**src/rtl/thor2024_pkg.sv**
```systemverilog
// Shared types for the flow-control tracker: FSM state encoding and the
// per-entry record kept for each outstanding branch/jump.
package thor2024_pkg;

   localparam int FC_PC_W = 32;

   typedef enum logic [1:0] {
      ST_EMPTY   = 2'd0,
      ST_BUSY    = 2'd1,
      ST_RECOVER = 2'd2
   } fc_state_t;

   typedef struct packed {
      logic               valid;
      logic               done;
      logic               pred;
      logic               taken;
      logic [FC_PC_W-1:0] pc;
   } fc_entry_t;

endpackage

```
**src/rtl/thor2024_fc_tracker.sv**
```systemverilog
// Circular tracker of outstanding flow-control instructions: allocates at
// decode, resolves out of order, retires in order, redirects on mispredict.
//
// state      | meaning
// -----------+-------------------------------------------------------------
// ST_EMPTY   | no outstanding entries
// ST_BUSY    | one or more outstanding entries
// ST_RECOVER | one cycle after a mispredict; allocation held off, rd_v high
module thor2024_fc_tracker
   import thor2024_pkg::*;
#(
   parameter int  DEPTH = 4,
   parameter int  AW    = 32,
   localparam int TW    = $clog2(DEPTH)
) (
   input  logic          clk,
   input  logic          rst_n,
   input  logic          flush,
   input  logic          dec_v,
   input  logic          dec_fc,
   input  logic [AW-1:0] dec_pc,
   input  logic          dec_pred,
   output logic          dec_rdy,
   output logic [TW-1:0] dec_tag,
   input  logic          rs_v,
   input  logic [TW-1:0] rs_tag,
   input  logic          rs_taken,
   input  logic [AW-1:0] rs_npc,
   output logic          rd_v,
   output logic [AW-1:0] rd_pc,
   output logic          cm_v,
   output logic [AW-1:0] cm_pc,
   output logic          cm_taken,
   input  logic          cm_rdy,
   output logic [TW:0]   cnt
);

   fc_entry_t     ent_q [DEPTH];
   fc_entry_t     ent_n [DEPTH];
   logic [TW-1:0] head_q, head_n;
   logic [TW-1:0] tail_q, tail_n;
   logic [TW:0]   cnt_q, cnt_n;
   fc_state_t     state_q, state_n;
   logic          live_q;
   logic          rd_v_q;
   logic [AW-1:0] rd_pc_q;

   logic          rs_ok;
   logic          mispredict;
   logic          full;
   logic          alloc;
   logic          retire;
   logic [TW-1:0] rs_off;

   assign rs_ok      = rs_v & ent_q[rs_tag].valid & ~ent_q[rs_tag].done;
   assign mispredict = rs_ok & (rs_taken != ent_q[rs_tag].pred);
   assign full       = (cnt_q == (TW+1)'(DEPTH));
   // live_q holds ready low until the first edge after reset release
   assign dec_rdy    = live_q & (state_q != ST_RECOVER) & ~full & ~mispredict;
   assign alloc      = dec_v & dec_fc & dec_rdy;
   assign cm_v       = ent_q[head_q].valid & ent_q[head_q].done;
   assign retire     = cm_v & cm_rdy;
   assign rs_off     = rs_tag - head_q;

   assign dec_tag  = tail_q;
   assign cm_pc    = AW'(ent_q[head_q].pc);
   assign cm_taken = ent_q[head_q].taken;
   assign rd_v     = rd_v_q;
   assign rd_pc    = rd_pc_q;
   assign cnt      = cnt_q;

   always_comb begin
      ent_n  = ent_q;
      head_n = head_q;
      tail_n = tail_q;
      cnt_n  = cnt_q;

      if (retire) begin
         ent_n[head_q].valid = 1'b0;
         ent_n[head_q].done  = 1'b0;
         head_n              = head_q + 1'b1;
      end

      if (rs_ok) begin
         ent_n[rs_tag].done  = 1'b1;
         ent_n[rs_tag].taken = rs_taken;
      end

      if (mispredict) begin
         // age is measured as ring distance from head; anything past rs_tag is wrong-path
         for (int i = 0; i < DEPTH; i++) begin
            if (TW'(TW'(i) - head_q) > rs_off) begin
               ent_n[i].valid = 1'b0;
               ent_n[i].done  = 1'b0;
            end
         end
         tail_n = rs_tag + 1'b1;
         cnt_n  = {1'b0, rs_off} + (TW+1)'(1) - (TW+1)'(retire);
      end else begin
         if (alloc) begin
            ent_n[tail_q].valid = 1'b1;
            ent_n[tail_q].done  = 1'b0;
            ent_n[tail_q].pred  = dec_pred;
            ent_n[tail_q].taken = 1'b0;
            ent_n[tail_q].pc    = FC_PC_W'(dec_pc);
            tail_n              = tail_q + 1'b1;
         end
         cnt_n = cnt_q + (TW+1)'(alloc) - (TW+1)'(retire);
      end

      if (flush) begin
         for (int i = 0; i < DEPTH; i++) begin
            ent_n[i] = '0;
         end
         head_n = '0;
         tail_n = '0;
         cnt_n  = '0;
      end
   end

   always_comb begin
      state_n = state_q;
      if (flush) begin
         state_n = ST_EMPTY;
      end else if (mispredict) begin
         state_n = ST_RECOVER;
      end else if (cnt_n == '0) begin
         state_n = ST_EMPTY;
      end else begin
         state_n = ST_BUSY;
      end
   end

   always_ff @(posedge clk or negedge rst_n) begin
      if (!rst_n) begin
         state_q <= ST_EMPTY;
      end else begin
         state_q <= state_n;
      end
   end

   always_ff @(posedge clk or negedge rst_n) begin
      if (!rst_n) begin
         for (int i = 0; i < DEPTH; i++) begin
            ent_q[i] <= '0;
         end
         head_q  <= '0;
         tail_q  <= '0;
         cnt_q   <= '0;
         live_q  <= 1'b0;
         rd_v_q  <= 1'b0;
         rd_pc_q <= '0;
      end else begin
         for (int i = 0; i < DEPTH; i++) begin
            ent_q[i] <= ent_n[i];
         end
         head_q <= head_n;
         tail_q <= tail_n;
         cnt_q  <= cnt_n;
         live_q <= 1'b1;
         rd_v_q <= mispredict & ~flush;
         if (mispredict & ~flush) begin
            rd_pc_q <= rs_npc;
         end
      end
   end

endmodule

```
**config.mk**
```make
export PLATFORM = sky130hd
export DESIGN_NAME = thor2024_fc_tracker
export DESIGN_NICKNAME = d
export VERILOG_FILES = /design/src/rtl/thor2024_pkg.sv /design/src/rtl/thor2024_fc_tracker.sv
export SDC_FILE = /design/constraint.sdc
export NUM_CORES = 1
export LEC_CHECK = 0
export CORE_UTILIZATION = 49
export DETAILED_ROUTE_END_ITERATION = 16
export GPL_ROUTABILITY_DRIVEN = 0
export PLACE_DENSITY = 0.77
export SYNTH_ARGS = -nofsm -noshare
export SYNTH_HDL_FRONTEND = slang
export SYNTH_SLANG_ARGS = --single-unit
```
**constraint.sdc**
```tcl
create_clock -name clk -period 3.2 [get_ports clk]
set_input_delay 0.64 -clock clk [delete_from_list [all_inputs] [get_ports clk]]
set_output_delay 0.64 -clock clk [all_outputs]
set_load 0.03 [all_outputs]
```
Word level (Yosys, flattened, before mapping)
Index checks and enable logic that the tools add are counted.
{ "word_totals": {"mem_bits_rw": 0, "inputBits": 75, "latch_bits": 0, "reg_bits": 187, "output_inout_bits": 73, "romBits": 0, "word_cells": 135, "mem_count": 0} }
{ "classes": {"bitwise_logic": 18, "n_mux": 59, "n_addsub": 12, "div": 0, "magnitude_cmp": 10, "n_shift": 0, "eq_ne": 3, "multipliers": 0, "n_reduce_logical": 6} }
{ "ops": {"columns": ["op", "n"], "rows": [
  ["144-bit bitwise mux", 9],
  ["36-bit demux with 2-bit select", 9],
  ["144-bit 2-to-1 mux", 4],
  ["36-bit 2-to-1 mux", 6],
  ["34-bit 2-to-1 mux", 5],
  ["36-bit binary-select mux with 2-bit select", 2],
  ["35-bit 2-to-1 mux", 3],
  ["33-bit 2-to-1 mux", 2],
  ["32-bit 2-to-1 mux", 1],
  ["2-bit 2-to-1 mux", 15],
  ["1-bit bitwise AND", 11],
  ["3-bit >= comparator (second input constant)", 3],
  ["3-bit by 1-bit less-than comparator with 1-bit output (second input constant)", 3],
  ["2-bit inverter with 3-bit output", 3],
  ["2-bit > comparator", 4],
  ["2-bit by 1-bit adder with 2-bit output (second input constant)", 3],
  ["3-bit 2-to-1 mux", 2],
  ["3-bit by 1-bit subtractor with 3-bit output", 2],
  ["1-bit inverter", 4],
  ["1-bit by 2-bit subtractor with 2-bit output (first input constant)", 2],
  ["2-bit subtractor (first input constant)", 2],
  ["2-bit by 1-bit adder with 3-bit output (second input constant)", 1],
  ["3-bit by 1-bit adder with 3-bit output", 1],
  ["3-bit == test (second input constant)", 1],
  ["other kinds (8)", 10]
]} }

Logic depth before layout (Yosys ltp)
{ "logic_depth": {"word_depth": 19, "depth_mapped": 15, "depth_no_buf": 13} }

Least setup slack after synthesis
No wires, ideal clock.
{ "synth_path": {"path_type": "input to register", "start": "input rs_tag[0]", "end": "register state_q[0]", "setup_ns": 0.140, "t_arrival_ns": 3.393, "n_path_buf": 2, "setup_slack_ns": -0.333, "t_required_ns": 3.060, "stages": 15, "cell_sequence": "buf_4 > mux4_2 > xor2_2 > nand3_1 > buf_2 > nand2_1 > ha_1 > inv_1 > ha_1 > inv_1 > fa_1 > xnor2_1 > xnor2_1 > nor3b_1 > nor3_1"} }
{ "synth_between": {"elab_chain_len": 18, "elab_cells_between_ends": 23, "cone_classes": "add/sub (5); eq/ne (1); mux (8); bitwise (8); reduce/logical (1)"} }
{ "synth_rtl": {"columns": ["item", "line", "source"], "rows": [
  ["from (decl)", "thor2024_fc_tracker.sv:26", "input logic [TW-1:0] rs_tag,"],
  ["2-bit inverter with 3-bit output (implied by the code)", "thor2024_fc_tracker.sv:55, thor2024_fc_tracker.sv:56", null],
  ["36-bit binary-select mux with 2-bit select", "thor2024_fc_tracker.sv:55, thor2024_fc_tracker.sv:56", null],
  ["36-bit 2-to-1 mux (implied by the code) (2 in a row)", "thor2024_fc_tracker.sv:56", "assign mispredict = rs_ok & (rs_taken != ent_q[rs_tag].pred);"],
  ["1-bit bitwise AND or 1-bit inverter (tied branches)", "thor2024_fc_tracker.sv:55", "assign rs_ok = rs_v & ent_q[rs_tag].valid & ~ent_q[rs_tag].done;"],
  ["1-bit bitwise AND", "thor2024_fc_tracker.sv:55", null],
  ["1-bit bitwise AND", "thor2024_fc_tracker.sv:56", null],
  ["1-bit inverter", "thor2024_fc_tracker.sv:59", "assign dec_rdy = live_q & (state_q != ST_RECOVER) & ~full & ~mispredict;"],
  ["1-bit bitwise AND", "thor2024_fc_tracker.sv:59", null],
  ["(+2 left out)", null, null],
  ["3-bit by 1-bit subtractor with 3-bit output", "thor2024_fc_tracker.sv:108", "cnt_n = cnt_q + (TW+1)'(alloc) - (TW+1)'(retire);"],
  ["3-bit 2-to-1 mux", "thor2024_fc_tracker.sv:89", "if (mispredict) begin"],
  ["3-bit 2-to-1 mux", "thor2024_fc_tracker.sv:111", "if (flush) begin"],
  ["3-bit zero test", "thor2024_fc_tracker.sv:127", "end else if (cnt_n == '0) begin"],
  ["1-bit 2-to-1 mux", "thor2024_fc_tracker.sv:127", null],
  ["2-bit 2-to-1 mux (*)", "thor2024_fc_tracker.sv:125", "end else if (mispredict) begin"],
  ["2-bit 2-to-1 mux (*)", "thor2024_fc_tracker.sv:123", "if (flush) begin"],
  ["via state_n[0]", "thor2024_fc_tracker.sv:43", "fc_state_t state_q, state_n;"],
  ["to (signal assigned)", "thor2024_fc_tracker.sv:138", "state_q <= state_n;"],
  ["to (decl)", "thor2024_fc_tracker.sv:43", null]
]} }
Mark *: on every way through the listed nets, which the timed path passes. The rest lies on a longest branch. The select of a mux whose other input is x is not followed.
A chain may end at the register's enable or synchronous reset.

Worst setup path in the final report
{ "layout_path": {"start": "register head_q[1]", "end": "output cm_pc[0]"} }
{ "layout_between": {"elab_chain_len": 4} }
{ "layout_rtl": {"columns": ["item", "line", "source"], "rows": [
  ["from (decl)", "thor2024_fc_tracker.sv:40", "logic [TW-1:0] head_q, head_n;"],
  ["from (signal assigned)", "thor2024_fc_tracker.sv:157", "head_q <= head_n;"],
  ["2-bit inverter with 3-bit output (implied by the code)", "thor2024_fc_tracker.sv:66", "assign cm_pc = AW'(ent_q[head_q].pc);"],
  ["36-bit binary-select mux with 2-bit select", "thor2024_fc_tracker.sv:66", null],
  ["36-bit 2-to-1 mux (2 in a row)", null, null],
  ["to (decl)", "thor2024_fc_tracker.sv:32", "output logic [AW-1:0] cm_pc,"]
]} }
No other way between the ends. The select of a mux whose other input is x is not followed.

==> impl_metrics.tcl <==
set metrics [dict create \
    status "finished, final reports clean" \
    drive_above_1_share_pct 15.9 \
    synth_nets 871 \
    vias 6369 \
    setup.worst_path.end_class "output port" \
    fin_worst_skew_ns 0.0157 \
    cts_root_buf "clkbuf_16" \
    worst_pin_slew_ns 0.663 \
    grt_overflow_total 0 \
    arrival_ns 2.49 \
    wirelength_mm 21.3 \
    core_area_um2 17500 \
    io_buffers 147 \
    multi_input_area_um2 3990 \
    initial_utilization_pct 50.9 \
    track_usage_pct 24.4 \
    ff2ff_setup_slack_ns 0.31 \
    final_util_pct 65.4 \
    synth_edf_count 0 \
    sw_frac_of_total_pct 26.2 \
    synth_flop_cell "dfrtp_1" \
    grt_max_degree 147 \
    grt_pass1_vias 6536 \
    crit_type "reg -> out" \
    dieWidth_um 137 \
    antenna_found_initial 0 \
    hold_viol 0 \
    syn_inst 780 \
    placed_area_um2 10900 \
    grt_setup_unrepaired "false" \
    drt-vias-per-instance 5.46 \
    start_kind "flop" \
    ant_nets 0 \
    comb_power_share_pct 13.1 \
    irDropWorstVdd_uv 522 \
    area_delta_synth_final_pct 28.5 \
    ctsHoldBuffers 0 \
    path_cells "buf_4 > buf_4 > mux4_2 > clkdlybuf4s50_1" \
    drt_iter0_drc 435 \
    netlist_area_um2 8930 \
    synth_seq_area_share_pct 52.1 \
    async_flop_share_pct 100 \
    ys_warn_count 0 \
    switching_power_w 0.00139 \
    regArea_um2 4660 \
    cts_tree "built" \
    clk_pin_slew_worst_paths_ns 0.08 \
    routedWlPerCell_um 18.3 \
    die_h_um 137 \
    firstDrtPassIters 5 \
    drcViolationCount 0 \
    clock-sinks 186 \
    fmax_mhz 320 \
    finalNonFillerCells 1166 \
    fin_area_um2 11500 \
    clock_latency_ns 0.44 \
    power.density_nw_per_um2 464 \
    slew_headroom_pct 55.8 \
    tns_ns 0 \
    path_max_fanout 20 \
    cap_violations 0 \
    fp.dieArea_um2 18800 \
    min_path_type "in -> async" \
    fillers 1354 \
    slew_violations 0 \
    diodes 0 \
    critPathSlowestCell "clkdlybuf4s50_1" \
    leakage_nw 4.77 \
    htree_num_levels 4 \
    grt_pass1_wl_mm 34.6 \
    ys_ff_latch 186 \
    cts_buffers 17 \
    slowest_delay_ns 0.64 \
    clk_path_buf_depth 2 \
    fin_crit_sh_pct 97.7 \
    seqPwrFrac_pct 46.3 \
    internal_power_w 0.00393 \
    syn_avg_cell_area_um2 11.4 \
    rows 48 \
    place_hpwl_mm 13.6 \
    nets 1019 \
    clockPowerShare_pct 40.6 \
    synth_cell_types 50 \
    fin_crit_ns 3.13 \
    path_common_cell "buf_4" \
    place_inst 1133 \
    cp_data_required_time_ns 2.56 \
    holdWs_ns 0.176 \
    finalSetupViolCount 0 \
    io_pins 148 \
]
==> power by group through the flow <==
stage	Sequential (W)	Clock [W]	Combinational, W
floorplan	0.00261	0	0.000227
global placement	0.00251	0	0.000692
detailed placement	0.00251	0	0.000698
CTS	0.00247	0.00220	0.000702
global route	0.00248	0.00228	0.000741
finish	0.00247	0.00216	0.000694
==> what timing repair did <==
item,CTS,global route
setup buffers,1,0
resized for setup,1,1
gates cloned,0,0
endpoints found under the setup margin,1,3
pin swaps,0,2
==> path summary, 6_finish.rpt <==
check / startpoint / end / depth (start not counted)
worst max-delay path: head_q[1] / cm_pc[0] / 4
worst min-delay path: rst_n / rd_pc[10] / 1
worst max register to register: ent_q[33] / state_q[0] / 14
worst min register to register: rd_pc[26] / rd_pc[26] / 1
max in group asynchronous: rst_n / ent_q[97] / 2
min in group clk: flush / cnt[0] / 2
==> layout by cell type, fill, tap and decap left out, types with 3 or more instances in the layout <==
cell	instances
clkbuf_16	17
xnor2_1	4
ha_1	11
buf_4	28
nor3_1	5
nor2_1	76
a21oi_1	76
nor2b_1	5
a211oi_1	4
mux4_2	37
nand2_1	140
and2_1	5
nand3_1	5
inv_1	14
buf_12	11
clkdlybuf4s50_1	143
mux2_1	13
dfrtp_1	184
mux2i_1	70
nand4_1	4
nor3b_1	3
a311oi_4	3
nor4_1	5
mux2_2	19
nand2b_1	6
clkinv_4	4
==> per-stage QoR <==
step | worst slack [ns] | power (W)
6_report | 0.0737 | 0.00532
5_1_grt | 0.0182 | 0.00549
4_1_cts | -0.00504 | 0.00537
3_5_place_dp | -0.362 | 0.00321
3_3_place_gp | -0.258 | 0.00320
2_1_floorplan | -0.0849 | 0.00284
==> layout make-up <==
class | count | share of cell area [%]
sequential | 186 | 40.6
multi-input combinational | 523 | 34.7
timing repair buffer | 184 | 16.4
clock buffer | 18 | 3.83
tap | 225 | 2.45
clock inverter | 14 | 1.46
inverter | 16 | 0.523
==> routing by layer <==
metal  routed length (um)  GRT usage [%]  vias to the layer above  part of all wire (%)
li1                     -              -                     2981                     -
met1                 9130           32.1                     3224                    43
met2                11000           41.2                      142                    51
met3                  895           3.89                       22                   4.2
met4                  335           7.75                        0                   1.6
met5                    0              0                        -                     0
==> sequential cells by signal, summed over array words and instances, names as in the netlist <==
| name | flops |
|---|---|
| rd_pc | 32 |
| ent_q | 144 |
| live_q | 1 |
| rd_v | 1 |
| cnt | 3 |
| dec_tag | 2 |
| state_q | 1 |
| head_q | 2 |
==> cell families (layout without fill, tap and decap cells) <==
group                    count (synthesis)  in the layout  synth area share (%)
flip-flops                             186            186                  52.1
multiplexers                           139            139                  21.2
XOR/XNOR                                 8              8                 0.869
AO/OA/AOI/OAI                           96             96                  6.61
adder cells (fa/ha/maj)                 16             16                  2.49
other                                    1              1                0.0420
AND/OR/NAND/NOR                        263            263                  12.3
buffers and inverters                   71            232                  4.30
==> cell usage after synthesis, types with 2 or more instances <==
master | number | area share [%]
dfrtp_1 | 186 | 52
nand2_1 | 141 | 5.9
a21oi_1 | 76 | 4.3
nor2_1 | 76 | 3.2
mux2i_1 | 70 | 7.8
mux4_2 | 37 | 9.3
clkbuf_1 | 28 | 1.2
mux2_2 | 19 | 2.4
inv_1 | 16 | 0.67
ha_1 | 13 | 1.8
mux2_1 | 13 | 1.6
buf_4 | 10 | 0.84
buf_6 | 7 | 0.88
nand2b_1 | 6 | 0.42
nand3_1 | 6 | 0.34
nor4_1 | 6 | 0.42
xnor2_1 | 6 | 0.59
and2_1 | 5 | 0.35
nor2b_1 | 5 | 0.35
nor3_1 | 5 | 0.28
a211oi_1 | 4 | 0.34
buf_1 | 4 | 0.17
buf_2 | 4 | 0.22
nand4_1 | 4 | 0.28
fa_1 | 3 | 0.67
nor3b_1 | 3 | 0.25
a21o_1 | 2 | 0.17
a311oi_2 | 2 | 0.34
buf_8 | 2 | 0.34
==> worst max-delay path: cells and delay by family, from the launching register on <==
family,cells,cell delay [ns]
mux,1,0.36
buf+inv,3,1.33
flops,1,0.35
No activity file was read; power rests on OpenSTA's default activity.
==> patch 1: new RTL, config.mk and constraints unchanged <==
Re-encode `fc_state_t` (3 states) as one-hot, 3 bits wide.
--- a/src/rtl/thor2024_pkg.sv
+++ b/src/rtl/thor2024_pkg.sv
@@ -6,6 +6,6 @@
 
-   typedef enum logic [1:0] {
-      ST_EMPTY   = 2'd0,
-      ST_BUSY    = 2'd1,
-      ST_RECOVER = 2'd2
+   typedef enum logic [2:0] {
+      ST_EMPTY   = 3'b001,
+      ST_BUSY    = 3'b010,
+      ST_RECOVER = 3'b100
    } fc_state_t;
Behaviour: same outputs for any inputs over 4 cycles, from zero or initial values and one cycle with rst_n low; so few cycles prove little.
==> patch 1 against the original RTL <==
Setup slack improved by 88 ps; global-route usage decreased by 0.46 points; sequential share of layout area decreased by 1.2 points; sequential cell count increased by 1; total power decreased by 0.93%; sequential power about the same; final area increased by 3.7%; wire length increased by 4.4%; synthesized area increased by 5.7%; worst hold slack improved by 170 ps; combinational power decreased by 3%; fmax increased by 2.9%; largest cell class unchanged; highest routed layer unchanged.
==> patch 1: results <==
metrics = {
    "run_status": {
        "run_status": "completed",
    },
    "synth": {
        "synth_warnings": 0,
        "synth_xor_area_share_pct": 0.928,
        "syn-num-nets": 827,
        "ys.flop_type": "dfrtp_1",
        "synthTopCellsByCount": "186 x dfrtp_1, 167 x nand2b_1, 140 x mux2i_1",
        "yosys-top-cells-area": "dfrtp_1 49%, mux2i_1 15%, nand2b_1 11%",
        "ys_seq_area_share_pct": 49.6,
        "synth_fa_ha_area_share_pct": 2.36,
        "async_flop_share_pct": 100,
        "synthMuxAreaShare_pct": 26.8,
        "synth_compound_area_share_pct": 1.78,
        "ys_types": 44,
    },
    "worst_setup_path": {
        "crit_slowest_cell": "mux4_2",
        "r2r-end": "state_q[1]",
        "crit_fanout": 4,
        "arrival_ps": 3370,
        "r2r_start": "head_q[0]",
        "reg2reg_slack_ps": 160,
        "reg2reg_depth": 13,
        "critPathMaxStageDelay_ps": 540,
    },
    "timing": {
        "finClkSkew_ps": 12.6,
        "worst_pin_slew_ps": 934,
    },
    "global_route": {
        "grt_pass1_vias": 6874,
        "grt_pass1_wl_um": 36400,
        "grt_max_degree": 118,
        "antenna_found_initial": 0,
        "grt.total_usage_pct": 23.9,
    },
    "layout": {
        "regMostFlops": "ent_q",
        "largest_reg_flops": 144,
        "drive_above_1_share_pct": 16.4,
        "nets": 968,
        "diodes": 0,
    },
    "power_and_ir_drop": {
        "ir_drop_mv": 0.378,
        "power_leakage_nw": 5.62,
    },
    "clocking": {
        "clk_pin_slew_worst_paths_ps": 70,
        "clock_latency_ps": 430,
        "cts_max_level": 4,
        "cts-root-buf": "clkbuf_16",
        "cts_max_path_buffers": 2,
        "cts_made_buffers": 17,
    },
    "place": {
        "pre_cts_slack_ps": -497,
        "place_area_um2": 11300,
        "dp_hpwl_um": 14500,
        "port-buffer-count": 147,
    },
    "detailed_routing": {
        "firstDrtPassIters": 4,
        "vias": 6178,
        "drt_iter0_drc": 392,
        "routed_wl_um": 22200,
    },
    "worst_hold_path": {
        "hold_path.class": "in -> async",
    },
}
## patch 1: critical path: cells and delay by family (launching register included)
family / cells / cell delay, ps
AND/OR/NAND/NOR: 4 / 700
XOR/XNOR: 2 / 290
multiplexers: 1 / 540
adder cells (fa/ha/maj): 3 / 740
flip-flops: 1 / 430
buffers and inverters: 3 / 210
## patch 1: worst max-delay path by stage
stage          startpoint         end  slack (ps)
3_3_place_gp    rs_tag[0]  state_q[1]        -350
4_1_cts         head_q[0]  state_q[1]         120
5_1_grt         head_q[0]  state_q[1]          30
3_5_place_dp    rs_tag[0]  state_q[1]        -500
6_report        head_q[0]  state_q[1]         160
2_1_floorplan   rs_tag[0]  state_q[1]        -120
## patch 1: report_power, final
group / leakage [nW] / switching, mW / internal, mW
logic: 2.75 / 0.350 / 0.324
clock network: 0.278 / 0.955 / 1.17
registers: 2.58 / 0.0393 / 2.43
## patch 1: what timing repair did
item                       CTS  global route
hold buffers                 0             0
pin swaps                    0             0
buffers inserted             0             1
setup endpoints to repair    2             1
resized for setup            2             0
## patch 1: metrics by stage
step | setup TNS, ps | power, mW | hold slack (ps) | instances
3_3_place_gp | -686 | 3.17 | 488 | 1091
3_5_place_dp | -1480 | 3.20 | 495 | 1091
5_1_grt | 0 | 5.46 | 437 | 1123
6_report | 0 | 5.27 | 350 | 1123
4_1_cts | 0 | 5.32 | 388 | 1122
2_1_floorplan | -123 | 2.86 | 344 | 736
## patch 1: cells by family (layout without fill, tap and decap cells)
logic type | after synthesis | count (layout)
AO/OA/AOI/OAI | 23 | 23
AND/OR/NAND/NOR | 229 | 229
flip-flops | 187 | 187
XOR/XNOR | 10 | 10
buffers and inverters | 64 | 217
adder cells (fa/ha/maj) | 16 | 16
other | 1 | 1
multiplexers | 206 | 206
## patch 1: area by class of cell
cell class                 count  area, µm²
fill                        1405       6860
multi-input combinational    485       4480
sequential                   187       4680
clock inverter                13        160
clock buffer                  18        429
inverter                      12       45.0
tap                          234        293
timing repair buffer         174       1810
## patch 1: layer usage
layer	global-route usage (%)	part of all wire [%]	routed length [µm]
met1	29.7	41	9060
met2	41.4	52	11600
met3	4.18	4.7	1040
met4	9.84	2.4	544
met5	0	0	0
==> patch 2: new RTL, same flow settings <==
Without the edit above. Set the parameter `AW` to 16 (it was 32).
--- a/src/rtl/thor2024_fc_tracker.sv
+++ b/src/rtl/thor2024_fc_tracker.sv
@@ -12,3 +12,3 @@
    parameter int  DEPTH = 4,
-   parameter int  AW    = 32,
+   parameter int  AW    = 16,
    localparam int TW    = $clog2(DEPTH)
Interface: changed (resized cm_pc, dec_pc, rd_pc and rs_npc); port bits go from 148 to 84. The function was not compared with the original's and may differ.
==> patch 2 against the original RTL <==
Wire length shrank 45%; die area shrank 40%; non-clock buffer count shrank 76; critical path depth grew 9; sequential cell count shrank 80; total power shrank 51%; sequential power shrank 44%; final area shrank 42%; setup slack gained 59 ps; synthesized area shrank 40%; critical path type is now in -> reg; critical endpoint is now state_q[0].
==> patch 2: results <==
metrics = {
    "run_status": {
        "run_status": "completed",
    },
    "synth": {
        "synth_compound_area_share_pct": 3.62,
        "synthMuxAreaShare_pct": 25.4,
        "syn-num-nets": 495,
        "yosys-top-cells-area": "dfrtp_1 50%, mux2i_1 14%, mux4_2 8.5%",
        "synth_fa_ha_area_share_pct": 4.19,
        "yosysMostFrequentCell": "dfrtp_1",
        "ys_seq_area_share_pct": 49.9,
        "ys_types": 44,
        "synth_xor_area_share_pct": 1.84,
        "synth_warnings": 0,
        "async_flop_share_pct": 100,
        "synthTopCellsByCount": "106 x dfrtp_1, 79 x nor2_1, 72 x mux2i_1",
    },
    "worst_hold_path": {
        "hold_path.class": "in -> async",
    },
    "clocking": {
        "clock_latency_ps": 370,
        "cts-root-buf": "clkbuf_8",
        "cts_max_level": 3,
        "cts_max_path_buffers": 2,
        "cts_setup_buffers": 0,
        "clk_pin_slew_worst_paths_ps": 100,
        "cts_made_buffers": 9,
    },
    "global_route": {
        "antenna_found_initial": 0,
        "grt_max_degree": 72,
        "grt_pass1_vias": 4041,
        "grt.total_usage_pct": 22.7,
        "grt_pass1_wl_um": 19700,
    },
    "worst_setup_path": {
        "r2r-end": "state_q[0]",
        "crit_slowest_cell": "clkdlybuf4s50_1",
        "crit_fanout": 2,
        "reg2reg_depth": 12,
        "arrival_ps": 3350,
        "critPathMaxStageDelay_ps": 500,
        "reg2reg_slack_ps": 200,
        "critPathTopFamily": "adder cells",
        "r2r_start": "head_q[0]",
    },
    "timing": {
        "setup_violations": 0,
        "finClkSkew_ps": 13.1,
        "worst_pin_slew_ps": 738,
        "post-route-period-util_pct": 95.8,
        "timing.hold.ws_ps": 313,
    },
    "detailed_routing": {
        "firstDrtPassIters": 4,
        "wire_per_inst_um": 17.4,
        "drt_iter0_drc": 196,
        "vias": 3663,
    },
    "power_and_ir_drop": {
        "ir_drop_mv": 0.238,
        "power_leakage_nw": 2.80,
    },
    "place": {
        "dp_hpwl_um": 8010,
        "port-buffer-count": 83,
        "pre_cts_slack_ps": -486,
    },
    "layout": {
        "diodes": 0,
        "regMostFlops": "ent_q",
        "drive_above_1_share_pct": 16.1,
        "fillers": 811,
        "nets": 588,
        "largest_reg_flops": 80,
    },
}
[patch 2: worst reg2reg max path: stages (launching register included)]
cell and delay, ps:
dfrtp_1 390, inv_1 200, mux4_2 630, nand2_1 130, inv_1 50, ha_1 260
inv_1 40, ha_1 200, fa_2 390, xnor2_2 150, xnor2_1 200, nor3_1 70
nor3_1 200
[patch 2: worst max-delay path by stage]
stage | from | end | depth (start not counted)
after floorplan | rs_tag[0] | state_q[0] | 13
after global placement | rs_tag[0] | state_q[0] | 13
after detailed placement | rs_tag[0] | state_q[0] | 13
after CTS | rs_tag[1] | state_q[0] | 13
after global routing | rs_tag[1] | state_q[0] | 14
final | rs_tag[1] | state_q[0] | 13
[patch 2: logic make-up after synthesis]
family	after synthesis
flops	106
buf+inv	42
compound gates	27
mux	108
other cells	1
simple gates	127
fa+ha+maj	16
xor+xnor	9
[patch 2: cell type report]
cell class / instances / area share, %
Inverter: 16 / 0.902
Clock buffer: 11 / 2.12
Tap cell: 136 / 2.55
Timing Repair Buffer: 108 / 16.1
Sequential cell: 106 / 39.8
Multi-Input combinational cell: 288 / 37.8
Clock inverter: 4 / 0.770
[patch 2: repair_timing]
| action | CTS | global route |
|---|---|---|
| resized for setup | 4 | 0 |
| setup endpoints to repair | 2 | 0 |
| hold endpoints to repair | 0 | 0 |
[patch 2: power breakdown]
group	total (mW)	switching (mW)	leakage, nW	internal (mW)
clock network	0.835	0.454	0.0958	0.381
registers	1.39	0.0199	1.47	1.37
logic	0.371	0.202	1.24	0.169
[patch 2: metrics by stage]
stage	total power, mW	instances	TNS (ps)	area (µm²)
floorplan	1.59	436	0	5320
global placement	1.79	654	-765	6450
detailed placement	1.79	654	-1410	6450
CTS	2.62	669	0	6660
global route	2.70	669	0	6660
finish	2.60	669	0	6660
[patch 2: per-layer routing]
| metal | part of all wire (%) | wire length [µm] | vias up | track usage (%) |
|---|---|---|---|---|
| met5 | 0 | 0 | - | 0 |
| met4 | 2.5 | 295 | 0 | 11.0 |
| met3 | 2.5 | 292 | 23 | 2.82 |
| met2 | 49 | 5750 | 72 | 37.7 |
| met1 | 45 | 5290 | 1859 | 29.5 |
| li1 | - | - | 1709 | - |
